[config.mk]
export PLATFORM = sky130hd
export DESIGN_NAME = lsu_bus_reader
export DESIGN_NICKNAME = d
export VERILOG_FILES = /design/src/rtl/lsu_bus_reader.sv
export SDC_FILE = /design/constraint.sdc
export NUM_CORES = 1
export LEC_CHECK = 0
export ABC_AREA = 1
export BUFFER_PORTS_ARGS = -buffer_cell sky130_fd_sc_hd__buf_4
export CAP_MARGIN = 20
export CELL_PAD_IN_SITES_DETAIL_PLACEMENT = 1
export CELL_PAD_IN_SITES_GLOBAL_PLACEMENT = 1
export CORE_UTILIZATION = 31
export CTS_CLUSTER_SIZE = 28
export DETAILED_ROUTE_END_ITERATION = 10
export GPL_TIMING_DRIVEN = 0
export PLACE_DENSITY = 0.78
export SYNTH_ARGS = -nofsm -noshare
export SYNTH_HDL_FRONTEND = slang
export SYNTH_SLANG_ARGS = --single-unit
[constraint.sdc]
create_clock -name clk -period 1.5 [get_ports clk]
set_clock_uncertainty 0.2 [all_clocks]
set_input_delay 0.075 -clock clk [delete_from_list [all_inputs] [get_ports clk]]
set_output_delay 0.075 -clock clk [all_outputs]
set_load 0.005 [all_outputs]
[src/rtl/lsu_bus_reader.sv]
// Load/store bus sequencer: word bus handshake, lane steering, load extension.
// Optional misalignment trap enabled by defining LSU_MISALIGN_TRAP_EN.
module lsu_bus_reader #(
  parameter int unsigned TIMEOUT = 255
) (
  input  logic        clk,
  input  logic        reset,
  input  logic        MemReq,
  input  logic        MemWrite,
  input  logic [2:0]  Funct3,
  input  logic [31:0] ALUResult,
  input  logic [31:0] WriteData,
  output logic        bus_req,
  output logic        bus_we,
  output logic [31:0] bus_addr,
  output logic [31:0] bus_wdata,
  output logic [3:0]  bus_be,
  input  logic        bus_ack,
  input  logic [31:0] bus_rdata,
  output logic        Stall,
  output logic [31:0] ReadData,
  output logic        Done,
  output logic        Fault
);

  typedef enum logic [1:0] {S_IDLE, S_BUS, S_DONE} state_t;
  typedef enum logic [1:0] {SZ_B, SZ_H, SZ_W} size_t;

  localparam logic [15:0] TMAX = 16'(TIMEOUT - 1);

  state_t      state_q;
  size_t       sz_q;
  logic        sext_q;
  logic [1:0]  lo_q;
  logic [15:0] cnt_q;
  logic        req_q;
  logic        we_q;
  logic [31:0] addr_q;
  logic [31:0] wdata_q;
  logic [3:0]  be_q;
  logic [31:0] rdata_q;
  logic        done_q;
  logic        fault_q;

  size_t       sz_d;
  logic [3:0]  be_d;
  logic [31:0] wdata_d;
  logic        mis_d;
  logic [7:0]  ld_b;
  logic [15:0] ld_h;
  logic [31:0] ld_val;

  always_comb begin
    sz_d = SZ_W;
    if (MemWrite) begin
      case (Funct3)
        3'b000:  sz_d = SZ_B;
        3'b001:  sz_d = SZ_H;
        default: sz_d = SZ_W;
      endcase
    end else begin
      case (Funct3)
        3'b000, 3'b100: sz_d = SZ_B;
        3'b001, 3'b101: sz_d = SZ_H;
        default:        sz_d = SZ_W;
      endcase
    end
  end

  always_comb begin
    be_d    = 4'b1111;
    wdata_d = 32'h0;
    if (MemWrite) begin
      case (sz_d)
        SZ_B: begin
          be_d    = 4'b0001 << ALUResult[1:0];
          wdata_d = {4{WriteData[7:0]}};
        end
        SZ_H: begin
          be_d    = ALUResult[1] ? 4'b1100 : 4'b0011;
          wdata_d = {2{WriteData[15:0]}};
        end
        default: begin
          be_d    = 4'b1111;
          wdata_d = WriteData;
        end
      endcase
    end
  end

`ifdef LSU_MISALIGN_TRAP_EN
  assign mis_d = ((sz_d == SZ_H) && ALUResult[0]) ||
                 ((sz_d == SZ_W) && (ALUResult[1:0] != 2'b00));
`else
  assign mis_d = 1'b0;
`endif

  always_comb begin
    case (lo_q)
      2'd0:    ld_b = bus_rdata[7:0];
      2'd1:    ld_b = bus_rdata[15:8];
      2'd2:    ld_b = bus_rdata[23:16];
      default: ld_b = bus_rdata[31:24];
    endcase
    ld_h = lo_q[1] ? bus_rdata[31:16] : bus_rdata[15:0];
    case (sz_q)
      SZ_B:    ld_val = {{24{sext_q & ld_b[7]}}, ld_b};
      SZ_H:    ld_val = {{16{sext_q & ld_h[15]}}, ld_h};
      default: ld_val = bus_rdata;
    endcase
  end

  always_ff @(posedge clk) begin
    if (reset) begin
      state_q <= S_IDLE;
      sz_q    <= SZ_W;
      sext_q  <= 1'b0;
      lo_q    <= 2'b00;
      cnt_q   <= 16'h0;
      req_q   <= 1'b0;
      we_q    <= 1'b0;
      addr_q  <= 32'h0;
      wdata_q <= 32'h0;
      be_q    <= 4'h0;
      rdata_q <= 32'h0;
      done_q  <= 1'b0;
      fault_q <= 1'b0;
    end else begin
      case (state_q)
        S_IDLE: begin
          done_q  <= 1'b0;
          fault_q <= 1'b0;
          cnt_q   <= 16'h0;
          if (MemReq) begin
            if (mis_d) begin
              state_q <= S_DONE;
              done_q  <= 1'b1;
              fault_q <= 1'b1;
              if (!MemWrite) rdata_q <= 32'h0;
            end else begin
              state_q <= S_BUS;
              req_q   <= 1'b1;
              we_q    <= MemWrite;
              addr_q  <= {ALUResult[31:2], 2'b00};
              wdata_q <= wdata_d;
              be_q    <= be_d;
              sz_q    <= sz_d;
              sext_q  <= ~Funct3[2];
              lo_q    <= ALUResult[1:0];
            end
          end
        end
        S_BUS: begin
          // ack is checked first so it beats a simultaneous timeout
          if (bus_ack || (cnt_q == TMAX)) begin
            state_q <= S_DONE;
            done_q  <= 1'b1;
            fault_q <= ~bus_ack;
            req_q   <= 1'b0;
            we_q    <= 1'b0;
            addr_q  <= 32'h0;
            wdata_q <= 32'h0;
            be_q    <= 4'h0;
            cnt_q   <= 16'h0;
            if (!we_q) rdata_q <= bus_ack ? ld_val : 32'h0;
          end else begin
            cnt_q <= cnt_q + 16'h1;
          end
        end
        S_DONE: begin
          state_q <= S_IDLE;
          done_q  <= 1'b0;
          fault_q <= 1'b0;
        end
        default: state_q <= S_IDLE;
      endcase
    end
  end

  assign Stall = ~reset &
                 (((state_q == S_IDLE) & MemReq) | (state_q == S_BUS));

  assign bus_req   = req_q;
  assign bus_we    = we_q;
  assign bus_addr  = addr_q;
  assign bus_wdata = wdata_q;
  assign bus_be    = be_q;
  assign ReadData  = rdata_q;
  assign Done      = done_q;
  assign Fault     = fault_q;

endmodule

==> flow_summary_export.csv <==
group,metric,value,unit
status,status,"finished with violations",
status,violations,"negative setup slack",
pwr,switching_power,2814,uW
clock_tree,clkSlewWorstSetupHoldPaths,0.06,ns
pwr,ir_drop,0.8496,mV
critical_path,path_common_cell,"nand2_1",
finish,final_cell_area,0.01110,mm2
critical_path,crit_path_end_kind,"flop",
clock_tree,cts_tree,"done",
critical_path,crit_fanout,7,
pwr,p_clk_share,43.7,%
critical_path,crit_path_cell_trace,"nor2_1 > nand2_1 > nor2_2 > nand2_2 > nand2_4 > buf_12 > nand3_4 > buf_12 > buf_8 > nand2_1 > nand2_1 > nor2_1",
floorplan,dieWidth,141.4,um
drt,via_count,7787,
synthesis,netlist-cell-type-count,34,
global_route,grt_max_degree,17,
finish,fillCellCount,2267,
synthesis,synth.avg_cell_area,6.828,um2
hold_path,worstHoldPathType,"in -> reg",
clock_tree,ctsHtreeMaxLevel,4,
synthesis,synth-seq-cells,125,
synthesis,syn_area,0.006022,mm2
finish,drive_gt1_share,41.62,%
floorplan,start_util,31.87,%
finish,fin_util,58.77,%
critical_path,crit_path_start_kind,"flop",
timing,layout_setup_ws,-0.4294,ns
drt,drt-total-wl,30730,um
synthesis,yosys.area.top_type,"dfxtp_1",
critical_path,worstPathRequired,1.64,ns
timing,setup_viol,122,
place,dpl.cell_count,1349,
synthesis,ys_seq_area_share,41.55,%
place,hpwl,17000,um
global_route,gr-usage-all-layers,28.47,%
timing,rsz0062_at_grt,"true",
synthesis,synth.top_cell.area_share,41.55,%
clock_tree,cts-root-buf,"clkbuf_16",
critical_path,worstPathArrival,2.07,ns
synthesis,syn_inst,882,
synthesis,ys_warn_count,0,
place,port_buffers,206,
finish,nNetsFinal,1367,
synthesis,yosys-top-cells-area,"dfxtp_1, nand2_1, a21oi_1, o21ai_0, nor2_1",
drt,first_pass_iters,5,
floorplan,die_h,141.4,um
clock_tree,clock_latency,0.42,ns
timing,hold_violations,0,
floorplan,dieArea,0.01999,mm2
finish,area_growth,84.40,%
drt,antenna_left,0,
timing,max_slew_margin,40.76,%
global_route,grt_overflow,0,
drt,detail_route.wl_per_cell,20.07,um
drt,vias_per_cell,5.086,
run,drv_cap,0,
clock_tree,clock_sinks,125,
pwr,internal-power,7551,uW
finish,antenna_cells,0,
timing,finalMaxSlewViolations,0,
pwr,comb_power_share,21.5,%
pwr,power_density,933.4,mW/mm2
place,place_congestion,0.8057,
global_route,antenna_found_initial,0,
floorplan,coreArea,0.01889,mm2
timing,max_freq,0.5183,GHz
pwr,swShare,27.15,%
timing,finalCritPeriodShare,128.6,%
finish,multi_input_area,0.003697,mm2
floorplan,row_count,50,
finish,layout.cells.non_filler,1531,
global_route,grt_pass1_vias,8184,
timing,finalCriticalPeriod,1.929,ns
clock_tree,cts_buffers,17,
finish,final_common_cell,"buf_4",
critical_path,cp_slowest_stage_delay,0.37,ns
floorplan,io_pins,209,
timing,fin_tns_setup,-33.36,ns
drt,drt_iter0_markers,389,
drt,drc_errors,0,
pwr,seqPwrFrac,34.8,%
finish,seqCellArea,0.002541,mm2
finish,layout_common_cells,"buf_4, nand2_1, dfxtp_1, dlygate4sd3_1, nor2_1",
global_route,grt_pass1_wl,43860,um
critical_path,path_class,"reg -> reg",
timing,worst_slew_pin_slew,0.8885,ns
clock_tree,cts_buffer_depth,2,
place,dpl_cell_area,0.007993,mm2
critical_path,critPathSlowestCell,"dfxtp_2",
pwr,leakage,0.004758,uW
==> through the flow <==
stage | setup WS, ns | power, uW | hold WS, ns
floorplan | -0.06958 | 4373 | -0.03488
global placement | -0.4532 | 5103 | 0.07346
detailed placement | -0.5340 | 5129 | 0.08333
CTS | -0.2870 | 10110 | -0.03054
global route | -0.5322 | 10720 | 0.03093
finish | -0.4294 | 10360 | 0.01292
==> cell usage after synthesis, drive strengths merged <==
cell,count
nand2,244
or2,14
o21ai,90
nand3b,1
o211ai,4
clkinv,2
buf,27
xor2,1
ha,2
nand3,64
conb,1
inv,63
o21a,1
xnor2,1
nand4,4
dfxtp,125
a21oi,115
a211oi,1
nor3,10
clkbuf,25
nor2,87
==> final cells by class <==
class | instances | area share [%]
repair buffers | 360 | 28.69
well taps | 260 | 2.930
inverters | 65 | 2.310
flip-flops and latches | 125 | 22.88
repair inverters | 1 | 0.06761
clock inverters | 7 | 1.217
clock buffers | 22 | 4.451
plain buffers | 50 | 4.158
multi-input cells | 641 | 33.30
==> final timing paths <==
| check | start | end | slack, ns | cells past startpoint |
|---|---|---|---|---|
| setup / recovery | cnt_q[8] | ReadData[4] | -0.43 | 12 |
| hold reg to reg | ReadData[26] | ReadData[26] | 0.26 | 2 |
| hold / removal | MemWrite | bus_wdata[25] | 0.01 | 7 |
| setup reg to reg | cnt_q[8] | ReadData[4] | -0.43 | 12 |
==> cell families (layout without fill, tap and decap cells) <==
kind of cell	Yosys count	after routing	share of synthesized area, %
AND/OR/NAND/NOR	424	424	30.23
flip-flops	125	125	41.55
adder cells (fa/ha/maj)	2	2	0.4155
other	1	2	0.06227
buffers and inverters	117	505	8.830
XOR/XNOR	2	2	0.2909
AO/OA/AOI/OAI	211	211	18.62
==> power by group through the flow <==
stage                     sequential, uW  combinational [uW]  clock [uW]
after floorplan                     3660                 714           0
after global placement              3660                1440           0
after detailed placement            3660                1460           0
after CTS                           3600                1960        4550
after global routing                3620                2370        4720
final                               3610                2230        4530
==> flip-flops by register name, summed over array words and instances, names as in the netlist, 2 cells and up <==
register   count
ReadData      32
bus_be         4
sz_q           2
bus_addr      30
lo_q           2
cnt_q         16
bus_wdata     32
state_q        2
==> routing by layer <==
metal	part of all wire, %	global-route usage, %	up-vias	wire length [um]
li1	-	-	3629	-
met1	40	31.98	3832	12190
met2	53	53.07	264	16190
met3	4.7	5.636	62	1451
met4	2.9	10.30	0	904
met5	0	0	-	0
==> repair_timing <==
action,CTS,global route
endpoints found under the hold margin,105,0
gates resized for setup,152,158
setup buffers,19,25
cloned,8,2
pin swaps,27,38
setup endpoints to repair,125,124
hold buffers,101,0
==> worst max-delay path: cells and delay by family, from the launching register on <==
family / cells / cell delay (ns)
and+or+nand+nor: 9 / 0.89
buffers and inverters: 3 / 0.40
DFF: 1 / 0.37
No activity file was read; power rests on OpenSTA's default activity.
